==> src/rtl/pipeline_mem_stage_if.sv <==
// Data-memory bus between the MEM stage (master) and the data memory (slave).
interface pipeline_mem_stage_if;
  logic        dmem_req;
  logic        dmem_we;
  logic [63:0] dmem_addr;
  logic [63:0] dmem_wdata;
  logic [7:0]  dmem_wstrb;
  logic [63:0] dmem_rdata;
  logic        dmem_ack;

  modport master (
    output dmem_req, dmem_we, dmem_addr, dmem_wdata, dmem_wstrb,
    input  dmem_rdata, dmem_ack
  );

  modport slave (
    input  dmem_req, dmem_we, dmem_addr, dmem_wdata, dmem_wstrb,
    output dmem_rdata, dmem_ack
  );
endinterface

==> src/rtl/pipeline_mem_stage.sv <==
// MEM stage of the RV64 pipeline: issues registered req/ack data-bus accesses,
// extracts/extends load lanes, builds store lanes/strobes, stalls the front of
// the pipe while an access is outstanding and fills the MEM->WB registers.
module pipeline_mem_stage #(
  parameter int TIMEOUT_CYCLES = 16
) (
  input  logic                        clk,
  input  logic                        reset,
  input  logic                        stall,
  input  logic [63:0]                 pc_EX,
  input  logic [63:0]                 alu_result_EX,
  input  logic [63:0]                 reg_data2_EX,
  input  logic [4:0]                  rd_EX,
  input  logic                        rf_wr_en_EX,
  input  logic [1:0]                  rf_wr_sel_EX,
  input  logic [2:0]                  dm_rd_ctrl_EX,
  input  logic [2:0]                  dm_wr_ctrl_EX,
  pipeline_mem_stage_if.master        dbus,
  output logic                        mem_stall,
  output logic [63:0]                 pc_MEM,
  output logic [63:0]                 alu_result_MEM,
  output logic [63:0]                 mem_rdata_MEM,
  output logic [4:0]                  rd_MEM,
  output logic                        rf_wr_en_MEM,
  output logic [1:0]                  rf_wr_sel_MEM,
  output logic [1:0]                  exc_MEM
);

  localparam int CNT_W = (TIMEOUT_CYCLES > 1) ? $clog2(TIMEOUT_CYCLES) : 1;

  typedef enum logic [1:0] {IDLE, REQ, RESP} state_t;

  state_t           state_q;
  state_t           state_d;
  logic [CNT_W-1:0] cnt_q;
  logic [63:0]      rbuf_q;
  logic             misalign_q;
  logic             timeout_q;

  logic [2:0]       off;
  logic             is_store;
  logic             is_load;
  logic             mem_op;
  logic             misaligned;
  logic             timeout_hit;
  logic [7:0]       strb_base;
  logic [63:0]      shifted;
  logic [63:0]      load_data;
  logic [1:0]       exc_now;

  assign off         = alu_result_EX[2:0];
  assign is_store    = (dm_wr_ctrl_EX != 3'd0) && (dm_wr_ctrl_EX <= 3'd4);
  assign is_load     = (dm_rd_ctrl_EX != 3'd0) && !is_store;
  assign mem_op      = is_store || is_load;
  assign timeout_hit = (cnt_q == CNT_W'(TIMEOUT_CYCLES - 1));
  assign mem_stall   = mem_op && (state_q != RESP);
  assign exc_now     = (state_q == RESP) ? {timeout_q, misalign_q} : 2'b00;

  // Access-size decode: base byte strobe for stores and alignment check.
  always_comb begin
    misaligned = 1'b0;
    strb_base  = 8'h00;
    if (is_store) begin
      case (dm_wr_ctrl_EX)
        3'd1:    strb_base = 8'h01;
        3'd2:    begin strb_base = 8'h03; misaligned = off[0];    end
        3'd3:    begin strb_base = 8'h0F; misaligned = |off[1:0]; end
        default: begin strb_base = 8'hFF; misaligned = |off;      end
      endcase
    end else if (is_load) begin
      case (dm_rd_ctrl_EX)
        3'd3, 3'd4: misaligned = off[0];
        3'd5, 3'd6: misaligned = |off[1:0];
        3'd7:       misaligned = |off;
        default:    misaligned = 1'b0;
      endcase
    end
  end

  // Load lane extraction from the buffered doubleword with sign/zero extension.
  always_comb begin
    shifted   = rbuf_q >> {off, 3'b000};
    load_data = 64'd0;
    if (is_load) begin
      case (dm_rd_ctrl_EX)
        3'd1:    load_data = {{56{shifted[7]}}, shifted[7:0]};
        3'd2:    load_data = {56'd0, shifted[7:0]};
        3'd3:    load_data = {{48{shifted[15]}}, shifted[15:0]};
        3'd4:    load_data = {48'd0, shifted[15:0]};
        3'd5:    load_data = {{32{shifted[31]}}, shifted[31:0]};
        3'd6:    load_data = {32'd0, shifted[31:0]};
        default: load_data = shifted;
      endcase
    end
  end

  // Access FSM state register.
  always_ff @(posedge clk) begin
    if (reset) state_q <= IDLE;
    else       state_q <= state_d;
  end

  // Access FSM next state: misaligned ops skip the bus, RESP waits for the freeze to lift.
  always_comb begin
    state_d = state_q;
    case (state_q)
      IDLE:    if (mem_op) state_d = misaligned ? RESP : REQ;
      REQ:     if (dbus.dmem_ack || timeout_hit) state_d = RESP;
      RESP:    if (!stall) state_d = IDLE;
      default: state_d = IDLE;
    endcase
  end

  // Bus request registers, timeout counter, read buffer and exception flags.
  always_ff @(posedge clk) begin
    if (reset) begin
      dbus.dmem_req   <= 1'b0;
      dbus.dmem_we    <= 1'b0;
      dbus.dmem_addr  <= 64'd0;
      dbus.dmem_wdata <= 64'd0;
      dbus.dmem_wstrb <= 8'd0;
      cnt_q           <= '0;
      rbuf_q          <= 64'd0;
      misalign_q      <= 1'b0;
      timeout_q       <= 1'b0;
    end else begin
      case (state_q)
        IDLE: begin
          if (mem_op) begin
            misalign_q <= misaligned;
            timeout_q  <= 1'b0;
            if (misaligned) begin
              rbuf_q <= 64'd0;
            end else begin
              dbus.dmem_req   <= 1'b1;
              dbus.dmem_we    <= is_store;
              dbus.dmem_addr  <= {alu_result_EX[63:3], 3'b000};
              dbus.dmem_wdata <= is_store ? (reg_data2_EX << {off, 3'b000}) : 64'd0;
              dbus.dmem_wstrb <= is_store ? (strb_base << off) : 8'd0;
              cnt_q           <= '0;
            end
          end
        end
        REQ: begin
          if (dbus.dmem_ack) begin
            dbus.dmem_req <= 1'b0;
            rbuf_q        <= dbus.dmem_rdata;
          end else if (timeout_hit) begin
            dbus.dmem_req <= 1'b0;
            rbuf_q        <= 64'd0;
            timeout_q     <= 1'b1;
          end else begin
            cnt_q <= cnt_q + CNT_W'(1);
          end
        end
        default: ;
      endcase
    end
  end

  // MEM->WB registers: load when flowing, insert a bubble while stalling, hold when frozen.
  always_ff @(posedge clk) begin
    if (reset) begin
      pc_MEM         <= 64'd0;
      alu_result_MEM <= 64'd0;
      mem_rdata_MEM  <= 64'd0;
      rd_MEM         <= 5'd0;
      rf_wr_en_MEM   <= 1'b0;
      rf_wr_sel_MEM  <= 2'd0;
      exc_MEM        <= 2'd0;
    end else if (!stall) begin
      if (!mem_stall) begin
        pc_MEM         <= pc_EX;
        alu_result_MEM <= alu_result_EX;
        mem_rdata_MEM  <= load_data;
        rd_MEM         <= rd_EX;
        rf_wr_sel_MEM  <= rf_wr_sel_EX;
        exc_MEM        <= exc_now;
        rf_wr_en_MEM   <= rf_wr_en_EX && (exc_now == 2'b00);
      end else begin
        rf_wr_en_MEM <= 1'b0;
        exc_MEM      <= 2'd0;
      end
    end
  end

endmodule

==> src/flat_wrapper.sv <==
// flat-port wrapper written by rule: the top's interface ports become plain ports
module pipeline_mem_stage_flat 
#(
  parameter int TIMEOUT_CYCLES = 16
)
  (clk, reset, stall, pc_EX, alu_result_EX, reg_data2_EX, rd_EX, rf_wr_en_EX, rf_wr_sel_EX, dm_rd_ctrl_EX, dm_wr_ctrl_EX, mem_stall, pc_MEM, alu_result_MEM, mem_rdata_MEM, rd_MEM, rf_wr_en_MEM, rf_wr_sel_MEM, exc_MEM, dbus_dmem_req, dbus_dmem_we, dbus_dmem_addr, dbus_dmem_wdata, dbus_dmem_wstrb, dbus_dmem_rdata, dbus_dmem_ack);
  pipeline_mem_stage_if dbus_i ();
  input  logic clk;
  input  logic reset;
  input  logic stall;
  input  logic [63:0] pc_EX;
  input  logic [63:0] alu_result_EX;
  input  logic [63:0] reg_data2_EX;
  input  logic [4:0] rd_EX;
  input  logic rf_wr_en_EX;
  input  logic [1:0] rf_wr_sel_EX;
  input  logic [2:0] dm_rd_ctrl_EX;
  input  logic [2:0] dm_wr_ctrl_EX;
  output logic mem_stall;
  output logic [63:0] pc_MEM;
  output logic [63:0] alu_result_MEM;
  output logic [63:0] mem_rdata_MEM;
  output logic [4:0] rd_MEM;
  output logic rf_wr_en_MEM;
  output logic [1:0] rf_wr_sel_MEM;
  output logic [1:0] exc_MEM;
  output wire logic [$bits(dbus_i.dmem_req)-1:0] dbus_dmem_req;
  output wire logic [$bits(dbus_i.dmem_we)-1:0] dbus_dmem_we;
  output wire logic [$bits(dbus_i.dmem_addr)-1:0] dbus_dmem_addr;
  output wire logic [$bits(dbus_i.dmem_wdata)-1:0] dbus_dmem_wdata;
  output wire logic [$bits(dbus_i.dmem_wstrb)-1:0] dbus_dmem_wstrb;
  input wire logic [$bits(dbus_i.dmem_rdata)-1:0] dbus_dmem_rdata;
  input wire logic [$bits(dbus_i.dmem_ack)-1:0] dbus_dmem_ack;
  assign dbus_dmem_req = dbus_i.dmem_req;
  assign dbus_dmem_we = dbus_i.dmem_we;
  assign dbus_dmem_addr = dbus_i.dmem_addr;
  assign dbus_dmem_wdata = dbus_i.dmem_wdata;
  assign dbus_dmem_wstrb = dbus_i.dmem_wstrb;
  assign dbus_i.dmem_rdata = dbus_dmem_rdata;
  assign dbus_i.dmem_ack = dbus_dmem_ack;
  pipeline_mem_stage #(.TIMEOUT_CYCLES(TIMEOUT_CYCLES)) u_core (.clk(clk), .reset(reset), .stall(stall), .pc_EX(pc_EX), .alu_result_EX(alu_result_EX), .reg_data2_EX(reg_data2_EX), .rd_EX(rd_EX), .rf_wr_en_EX(rf_wr_en_EX), .rf_wr_sel_EX(rf_wr_sel_EX), .dm_rd_ctrl_EX(dm_rd_ctrl_EX), .dm_wr_ctrl_EX(dm_wr_ctrl_EX), .dbus(dbus_i), .mem_stall(mem_stall), .pc_MEM(pc_MEM), .alu_result_MEM(alu_result_MEM), .mem_rdata_MEM(mem_rdata_MEM), .rd_MEM(rd_MEM), .rf_wr_en_MEM(rf_wr_en_MEM), .rf_wr_sel_MEM(rf_wr_sel_MEM), .exc_MEM(exc_MEM));
endmodule
==> config.mk <==
export PLATFORM = sky130hd
export DESIGN_NAME = pipeline_mem_stage_flat
export DESIGN_NICKNAME = d
export VERILOG_FILES = /design/src/rtl/pipeline_mem_stage_if.sv /design/src/rtl/pipeline_mem_stage.sv /design/src/flat_wrapper.sv
export SDC_FILE = /design/constraint.sdc
export NUM_CORES = 1
export LEC_CHECK = 0
export CORE_AREA = 4 4 239 241
export CTS_BUF_LIST = sky130_fd_sc_hd__clkbuf_4 sky130_fd_sc_hd__clkbuf_8 sky130_fd_sc_hd__clkbuf_16
export DETAILED_ROUTE_END_ITERATION = 8
export DIE_AREA = 0 0 243 245
export HOLD_SLACK_MARGIN = 0.12
export SKIP_LAST_GASP = 1
export SLEW_MARGIN = 20
export SYNTH_ARGS = -nofsm -noshare
export SYNTH_HDL_FRONTEND = slang
export SYNTH_SLANG_ARGS = --single-unit
==> constraint.sdc <==
create_clock -name clk -period 6.1 [get_ports clk]
set_clock_uncertainty 0.1 [all_clocks]
set_input_delay 1.22 -clock clk [delete_from_list [all_inputs] [get_ports clk]]
set_output_delay 1.22 -clock clk [all_outputs]
set_load 0.02 [all_outputs]
==> run metrics <==
status completed; Placement Cell Area 24400 um2; Die Wd 243 um; CTS tree done; Iteration-0 DRC Markers 1177; initial antenna violation count 6; Main synth FF type dfxtp_1; die area 59500 um2; commonest non-fill, non-tap cell in the layout clkdlybuf4s50_1; Synth Area per Inst 9.07 um2; crit path launch type input port; antenna viol nets, final 0; Root Driver clkbuf_16; DRT Pass-1 Iters 6; Worst setup EP type output port; first-pass GRT wire length 108000 um; unrepaired setup endpoints after global routing no; count of flip-flops with a built-in enable after synthesis 0; Avg WL per Cell 22.8 um; Least-Margin Pin Slew 1.10 ns; Reg area 8190 um2; Final nets 2762; CP endpoint mem_stall; Non-Filler Cell Area, Final 26000 um2; fin crit period 5.13 ns; # Max-Cap Violations 0; asr flop ratio synth 0%; most frequent cells in the layout 607 x clkdlybuf4s50_1, 409 x dfxtp_1, 359 x nand2_1; hold slack 0.352 ns; critical path arrival 3.81 ns; clock latency on the worst-skew pair 0.57 ns; Yosys warnings 0; TNS Setup 0 ns; Required @ worst endpoint 4.78 ns; GRT overflow 0; Seq/Total Area, Yosys 45.5%; DRC 0; Mapped Cells 1984; Routability Congestion 0.875; total number of H-tree levels 2; Reg2Reg Capture Point u_core.mem_rdata_MEM[8]; postcts setup bufs 0; Synth area leaders dfxtp_1 45%, nand2_1 7.5%, a21oi_1 7.2%; kind of critical path input port to output port; layout cells sized above 1 8.65%; area grow syn2layout 44.4%; Max clock buf depth 3; multi-input logic area 8880 um2; Synth area leader dfxtp_1; setup slack, reg-to-reg 2.90 ns; register bit total from synthesis 409; Hold Path Class flip-flop to flip-flop; Via density 5.38; fill count 5184; row count 86; CP Cell Sequence clkdlybuf4s50_1, buf_4, or3_1, a21oi_2, nor2_1, clkdlybuf4s50_1; Post-Syn Area 18000 um2; WL final 73700 um; Top Ports 615; Num CTS Buffers 47; number of port buffers 611; Critical Path Start dm_rd_ctrl_EX[1]; max_slew headroom 26.3%; Post-DP HPWL 53700 um; Pins Over Slew Limit 0; via count 17.4k; Worst Path Max Fanout 17; slowest CP cell clkdlybuf4s50_1; Max VDD drop 0.180 mV; Worst-path clk slew 0.05 ns; Leak 9.43 nW; FF-to-FF Start u_core.state_q[1]; Peak Freq 195 MHz; CORE AREA 54900 um2; Crit path max-delay family buffers and inverters; pin count of the biggest net entering global routing 196; initial core utilization 32.8%; Crit. path cell count 6; Worst path max stage delay 0.60 ns; CP most frequent cell clkdlybuf4s50_1; total track usage 23.3%; Pwr Density 296 nW/um2; vias in the first global route 16.6k; Post-CTS Resized 0; cts hold-fix bufs 0; Tcrit/Tclk final 84.1%; Fin. Hold Viols 0; FF-to-FF path depth 5; DIE HEIGHT 245 um; clk sinks 409; Setup Viol. Count Final 0; Unique masters post-synth 77; WP buf/inv 3; top cell type's share of synthesized area 45.5%
## power by group
part	internal [mW]	switching, mW
registers	2.87	0.138
clock network	1.74	1.13
logic	0.750	1.07
total	5.37	2.33
## Yosys cell counts (7+ instances only)
cell / n
a211o_1: 10
a211oi_1: 13
a21oi_1: 260
a221o_1: 16
a22o_1: 110
a22oi_1: 9
buf_1: 10
buf_2: 56
buf_4: 25
buf_6: 7
clkbuf_1: 83
dfxtp_1: 409
inv_1: 30
mux2_2: 33
mux2i_1: 80
mux4_2: 42
nand2_1: 359
nand3_1: 68
nor2_1: 62
nor2b_1: 10
nor3_1: 17
o21ai_0: 88
o21ai_1: 10
o22ai_1: 16
o2bb2ai_1: 31
o31ai_1: 35
## registers in the layout (all words and copies together) (netlist names)
signal                  cells
u_core.dbus.dmem_addr      61
u_core.dbus.dmem_wdata     64
u_core.dbus.dmem_we         1
u_core.rf_wr_en_MEM         1
u_core.cnt_q                4
u_core.misalign_q           1
u_core.exc_MEM              2
u_core.mem_rdata_MEM       64
u_core.state_q              2
u_core.rbuf_q              64
u_core.pc_MEM              64
u_core.timeout_q            1
u_core.alu_result_MEM      64
u_core.dbus.dmem_wstrb      8
u_core.dbus.dmem_req        1
u_core.rf_wr_sel_MEM        2
u_core.rd_MEM               5
## cell type report
type | count | area share [%]
Multi-Input combinational cell | 1361 | 34.2
Sequential cell | 409 | 31.5
Timing Repair Buffer | 637 | 24.4
Clock buffer | 72 | 5.67
Tap cell | 704 | 3.39
Inverter | 31 | 0.448
Clock inverter | 10 | 0.409
Antenna cell | 2 | 0.0193
## worst min-delay path, stage by stage (launching register included)
cell     delay, ns
dfxtp_1       0.31
nand2_1       0.05
a21oi_1       0.05
## worst min path at each step
stage | from | to | cells past startpoint
after detailed placement | u_core.dbus.dmem_wstrb[0] | u_core.dbus.dmem_wstrb[0] | 1
after CTS | u_core.alu_result_MEM[57] | u_core.alu_result_MEM[57] | 2
after global routing | u_core.alu_result_MEM[28] | u_core.alu_result_MEM[28] | 2
final | u_core.alu_result_MEM[17] | u_core.alu_result_MEM[17] | 2
after global placement | u_core.dbus.dmem_wstrb[0] | u_core.dbus.dmem_wstrb[0] | 1
after floorplan | u_core.rbuf_q[4] | u_core.rbuf_q[4] | 1
## cell families after synthesis
kind of cell	after synthesis	share of synthesized area, %
AOI/OAI and AO/OA	643	23.4
and+or+nand+nor	556	13.3
DFF	409	45.5
other	1	0.0208
adders and majority gates	3	0.181
buffers and inverters	216	5.73
xor gates and xnor gates	1	0.0487
muxes	155	11.8
## through the flow
step,setup WS [ns],utilization (%),std cells,power (mW)
final,0.968,47.4,3226,7.70
after global routing,0.829,47.4,3226,8.03
after CTS,0.943,47.3,3224,7.79
after detailed placement,0.950,44.5,3142,4.90
after global placement,0.961,44.4,3142,4.86
after floorplan,2.47,-,1986,4.05
## per-layer routing
metal	track usage (%)	part of all wire, %	wire, um
met5	0	0.083	61
met4	8.79	3.7	2710
met3	7.09	8.7	6390
met2	38.5	48	35000
met1	28.6	40	29500
No activity file was read; power rests on OpenSTA's default activity.
==> edit 1: new RTL, same settings <==
`TIMEOUT_CYCLES` is set to 16 in 2 places; all go to 64.
--- a/src/rtl/pipeline_mem_stage.sv
+++ b/src/rtl/pipeline_mem_stage.sv
@@ -3,5 +3,5 @@
 // the pipe while an access is outstanding and fills the MEM->WB registers.
 module pipeline_mem_stage #(
-  parameter int TIMEOUT_CYCLES = 16
+  parameter int TIMEOUT_CYCLES = 64
 ) (
   input  logic                        clk,
--- a/src/flat_wrapper.sv
+++ b/src/flat_wrapper.sv
@@ -2,5 +2,5 @@
 module pipeline_mem_stage_flat 
 #(
-  parameter int TIMEOUT_CYCLES = 16
+  parameter int TIMEOUT_CYCLES = 64
 )
   (clk, reset, stall, pc_EX, alu_result_EX, reg_data2_EX, rd_EX, rf_wr_en_EX, rf_wr_sel_EX, dm_rd_ctrl_EX, dm_wr_ctrl_EX, mem_stall, pc_MEM, alu_result_MEM, mem_rdata_MEM, rd_MEM, rf_wr_en_MEM, rf_wr_sel_MEM, exc_MEM, dbus_dmem_req, dbus_dmem_we, dbus_dmem_addr, dbus_dmem_wdata, dbus_dmem_wstrb, dbus_dmem_rdata, dbus_dmem_ack);
Function: not settled (the Yosys comparison gave no result); the edit may change what the design does.
==> edit 1 against the original RTL <==
Non-clock buffer count shrank 1; utilization shrank 0.66 points; first-iteration DRC count grew 0.17%; setup slack gained 460 ps; sequential share of layout area grew 0.60 points; area after synthesis shrank 2.8%; total power shrank 1.5%; die area is the same; sequential power is essentially flat; critical path depth shrank 1; sequential cell count grew 2; design area shrank 1.4%; routed wire length grew 1.5%; critical endpoint unchanged; largest cell class unchanged; highest routed layer unchanged.
==> edit 1: results (changes against the original RTL) <==
Global routing
  – Global-route wire length before repair: 109000 um (+1.6%)
  – Met2 usage in global routing: 0.402 (+0.0173)
  – Global Route met3 Usage: 0.0804 (+0.00950)
  – Largest net degree at the start of global routing: 120 (-39%)
  – Tot GR Track Use: 0.238 (+0.00547)
  – GRT met1 Usage: 0.274 (-0.0118)
  – Initial antenna violation count: 20 (+14)

Logic synthesis
  – Area share of fa/ha/maj cells after synthesis: 0.00186 (+0.0000526)
  – Synth Area per Inst: 8.69 um2 (-4.2%)
  – XOR/XNOR share of the synthesized area: 0.000501 (+0.0000142)
  – Synth Area in Compound Gates: 0.209 (-0.0254)
  – Synth top cells by count: 469 x nand2_1, 411 x dfxtp_1, 276 x a21oi_1
  – Seq/Total Area, Yosys: 0.470 (+0.0155)
  – Proportion of synthesized area in mux cells: 0.119 (+0.00135)
  – Post-synth cell types: 64 (-17%)
  – Top area cells in the synthesized netlist: dfxtp_1 47%, nand2_1 10%, a21oi_1 7.9%

Outcome
  – Run status: complete, no violations

Timing
  – Min Hold Slack: 350 ps (-2.00 ps)
  – Slew Viols, Final: 0 (unchanged)
  – Fin crit period: 4670 ps (-458 ps)
  – Slew @ Worst Pin: 1080 ps (-19.4 ps)

Pwr
  – Reg power frac: 0.396 (+0.005)
  – LEAKAGE: 9.25 nW (-1.9%)
  – Total chip power: 7.58 mW (-1.5%)
  – Switching share of power: 0.299 (-0.00453)
  – Max VDD drop: 179 uV (-0.41%)

Clock tree
  – Total number of H-tree levels: 2 (unchanged)
  – CTS Buf Count: 48 (+2.1%)
  – Clock Pin Slew Worst Setup and Hold Paths: 60 ps
  – Clock latency on the worst-skew pair: 580 ps

Critical path
  – RR Endpoint: u_core.dbus.dmem_addr[20]
  – R2R depth: 6 (+1)
  – Data arrival, critical path: 3350 ps (-460 ps)
  – R2R Path Start: u_core.state_q[0]
  – Worst-path maximum fanout: 14 (-3)
  – Crit path launch: dm_wr_ctrl_EX[0]
  – R2R Setup Slk: 3180 ps (+280 ps)

Routing
  – Met3 routed WL: 6520 um (+1.9%)
  – Initial drt markers: 1179 (+0.17%)
  – 1st-pass router iterations: 8 (+2)
  – DR WL met2: 36700 um (+4.7%)
  – DRT met1 WL: 28600 um (-3.2%)
  – Vias after detailed routing: 17300 (-0.63%)
  – Post-detailed-routing wire length: 74800 um (+1.5%)

Worst hold path
  – Hold path startpoint: u_core.dbus.dmem_we
  – Hold Path Class: reg2reg
  – Hold worst-path end: u_core.dbus.dmem_we
  – WHS Path Cells: 1 (-1)

Placement
  – Pre-CTS WS: 1410 ps (+457 ps)
  – HPWL after DPL: 55700 um (+3.9%)
  – Placed inst area: 24000 um2 (-1.6%)
  – Cell count after placement: 3177 (+1.1%)
  – GPL Wtd Cong: 0.881 (+0.67%)

Cells and area
  – Ratio of cells with drive above 1 in the final layout: 0.0782 (-0.00835)
  – Final Non-Filler Cells: 3276 (+1.5%)
  – Fillers: 5216 (+0.62%)
  – Nets: 2798 (+1.3%)
## edit 1: cell types whose count changed after synthesis, moves of 21 or more
cell,change
o31ai_1,-32
a22o_1,-60
nand2_1,+110
nor2_1,+80
nand3_1,-65
buf_4,-21
clkbuf_1,+27
a22oi_1,+55
## edit 1: cell type report
| cell class | instances | area (um2) | share of cell area |
|---|---|---|---|
| timing repair buffer | 636 | 6310 | 0.246 |
| clock buffer | 73 | 1470 | 0.0573 |
| sequential | 411 | 8230 | 0.321 |
| multi-input combinational | 1412 | 8520 | 0.333 |
| inverter | 14 | 52.6 | 0.00205 |
| clock inverter | 13 | 128 | 0.00498 |
| tap | 704 | 881 | 0.0344 |
| antenna | 13 | 32.5 | 0.00127 |
## edit 1: worst max-delay path, stage by stage
cell	delay, ps
clkdlybuf4s50_1	630
or3_1	480
a21boi_2	320
nor2_1	110
clkdlybuf4s50_1	590
==> edit 2: new RTL, config.mk and constraints unchanged <==
Without the edit above. Reset style: asynchronous (`reset`), changed in 3 clocked blocks.
--- a/src/rtl/pipeline_mem_stage.sv
+++ b/src/rtl/pipeline_mem_stage.sv
@@ -96,5 +96,5 @@
 
   // Access FSM state register.
-  always_ff @(posedge clk) begin
+  always_ff @(posedge clk or posedge reset) begin
     if (reset) state_q <= IDLE;
     else       state_q <= state_d;
@@ -113,5 +113,5 @@
 
   // Bus request registers, timeout counter, read buffer and exception flags.
-  always_ff @(posedge clk) begin
+  always_ff @(posedge clk or posedge reset) begin
     if (reset) begin
       dbus.dmem_req   <= 1'b0;
@@ -160,5 +160,5 @@
 
   // MEM->WB registers: load when flowing, insert a bubble while stalling, hold when frozen.
-  always_ff @(posedge clk) begin
+  always_ff @(posedge clk or posedge reset) begin
     if (reset) begin
       pc_MEM         <= 64'd0;
Formal check against the unedited RTL: not equivalent (Yosys sat finds a counterexample within 4 cycles, from zero or initial values and one cycle with reset high; the reset may be asserted at any time).
==> edit 2 against the original RTL <==
Register-to-register slack gained 440 ps; global-route usage about the same; critical endpoint unchanged; sequential cell count stayed put; routed wire length down 2.9%; area after synthesis increased by 5.6%; via count decreased by 7.0%; die area stayed put; setup slack gained 340 ps; design area rose by 5.3%; synthesized cell count shrank 10%.
Power is not compared: it rests on default switching activity, and its combinational part moved more than twofold at a synthesized area within 25%.
==> edit 2: results (changes against the original RTL) <==
Outcome
  – Run status: complete, no violations

Placement
  – Placed inst area: 25700 um2 (+5.2%)
  – HPWL after DPL: 52500 um (-2.3%)
  – Cell count after placement: 2980 (-5.2%)
  – GPL Wtd Cong: 0.857 (-2.1%)
  – Pre-CTS WS: 1290 ps (+341 ps)

Global routing
  – Tot GR Track Use: 0.233 (about the same)
  – Initial antenna violation count: 10 (+4)
  – Global Route met3 Usage: 0.0652 (-0.00568)
  – Global-route wire length before repair: 107000 um (-0.49%)
  – GRT met1 Usage: 0.302 (+0.0164)
  – Met2 usage in global routing: 0.373 (-0.0124)
  – Largest net degree at the start of global routing: 130 (-34%)

Routing
  – DR WL met2: 33300 um (-4.9%)
  – Initial drt markers: 1029 (-13%)
  – Post-DR vias/cell: 5.25 (-2.4%)
  – Post-detailed-routing wire length: 71500 um (-2.9%)
  – 1st-pass router iterations: 5 (-1)

Cells and area
  – Clock buf count: 68 (-5.6%)
  – Fraction of area in multi-input gates: 0.297 (-0.0452)
  – Clock buf/inv share: 0.0620 (+0.00117)
  – Nets: 2601 (-5.8%)
  – NonClk Buf Share: 0.233 (-0.0106)
  – Final Non-Filler Cells: 3074 (-4.7%)
  – Sequential cell area share: 0.374 (+0.0588)
  – Ratio of cells with drive above 1 in the final layout: 0.0783 (-0.00825)
  – Comb_multi_in: 1219 (-10%)
  – Fillers: 4955 (-4.4%)
  – Non-clock inverters: 11 (-65%)

Clock tree
  – Clock latency on the worst-skew pair: 590 ps (+20 ps)
  – CTS tree: done
  – CTS Buf Count: 48 (+2.1%)

Timing
  – Slew HR: 0.354 (+0.0912)

Logic synthesis
  – Top_reg_cell synth: dfrtp_1
  – Post-synth cell types: 60 (-22%)
  – Synth Area in Compound Gates: 0.149 (-0.0856)
  – Seq/Total Area, Yosys: 0.539 (+0.0837)
  – XOR/XNOR share of the synthesized area: 0.000461 (-0.0000257)
  – Area share of fa/ha/maj cells after synthesis: 0.00118 (-0.000622)
  – Proportion of synthesized area in mux cells: 0.148 (+0.0303)
  – Synth top cells by count: 482 x nand2_1, 409 x dfrtp_1, 137 x mux2i_1
  – Top area cells in the synthesized netlist: dfrtp_1 54%, nand2_1 9.5%, mux2i_1 7.2%
  – Synthesized instance count: 1782 (-10%)
  – Ys async rst share: 1.00 (+1.00)

Critical path
  – Worst-path maximum fanout: 15 (-2)
[edit 2: cell types whose count changed after synthesis, moves of 22 or more]
cell	change
dfrtp_1	+409
dfxtp_1	-409
a21oi_1	-214
nand2_1	+123
nand3_1	-63
mux2i_1	+57
mux2_1	+52
nor2_1	-29
o31ai_1	-28
buf_4	-22
[edit 2: critical path, stage by stage]
cell and delay [ps]:
clkdlybuf4s50_1 660, o21a_1 320, nor2_1 210, nor2_1 120
nor2_1 130, clkdlybuf4s50_1 790
[edit 2: worst paths after layout]
kind,depth (start not counted),start,slack [ps],endpoint
max reg2reg,4,u_core.state_q[1],3340,u_core.mem_rdata_MEM[18]
min,2,u_core.rd_MEM[2],370,u_core.rd_MEM[2]
max,6,dm_wr_ctrl_EX[0],1310,mem_stall
min reg2reg,2,u_core.rd_MEM[2],370,u_core.rd_MEM[2]
min in group asynchronous,2,reset,1010,u_core.dbus.dmem_addr[3]
max in group asynchronous,3,reset,3690,u_core.pc_MEM[10]
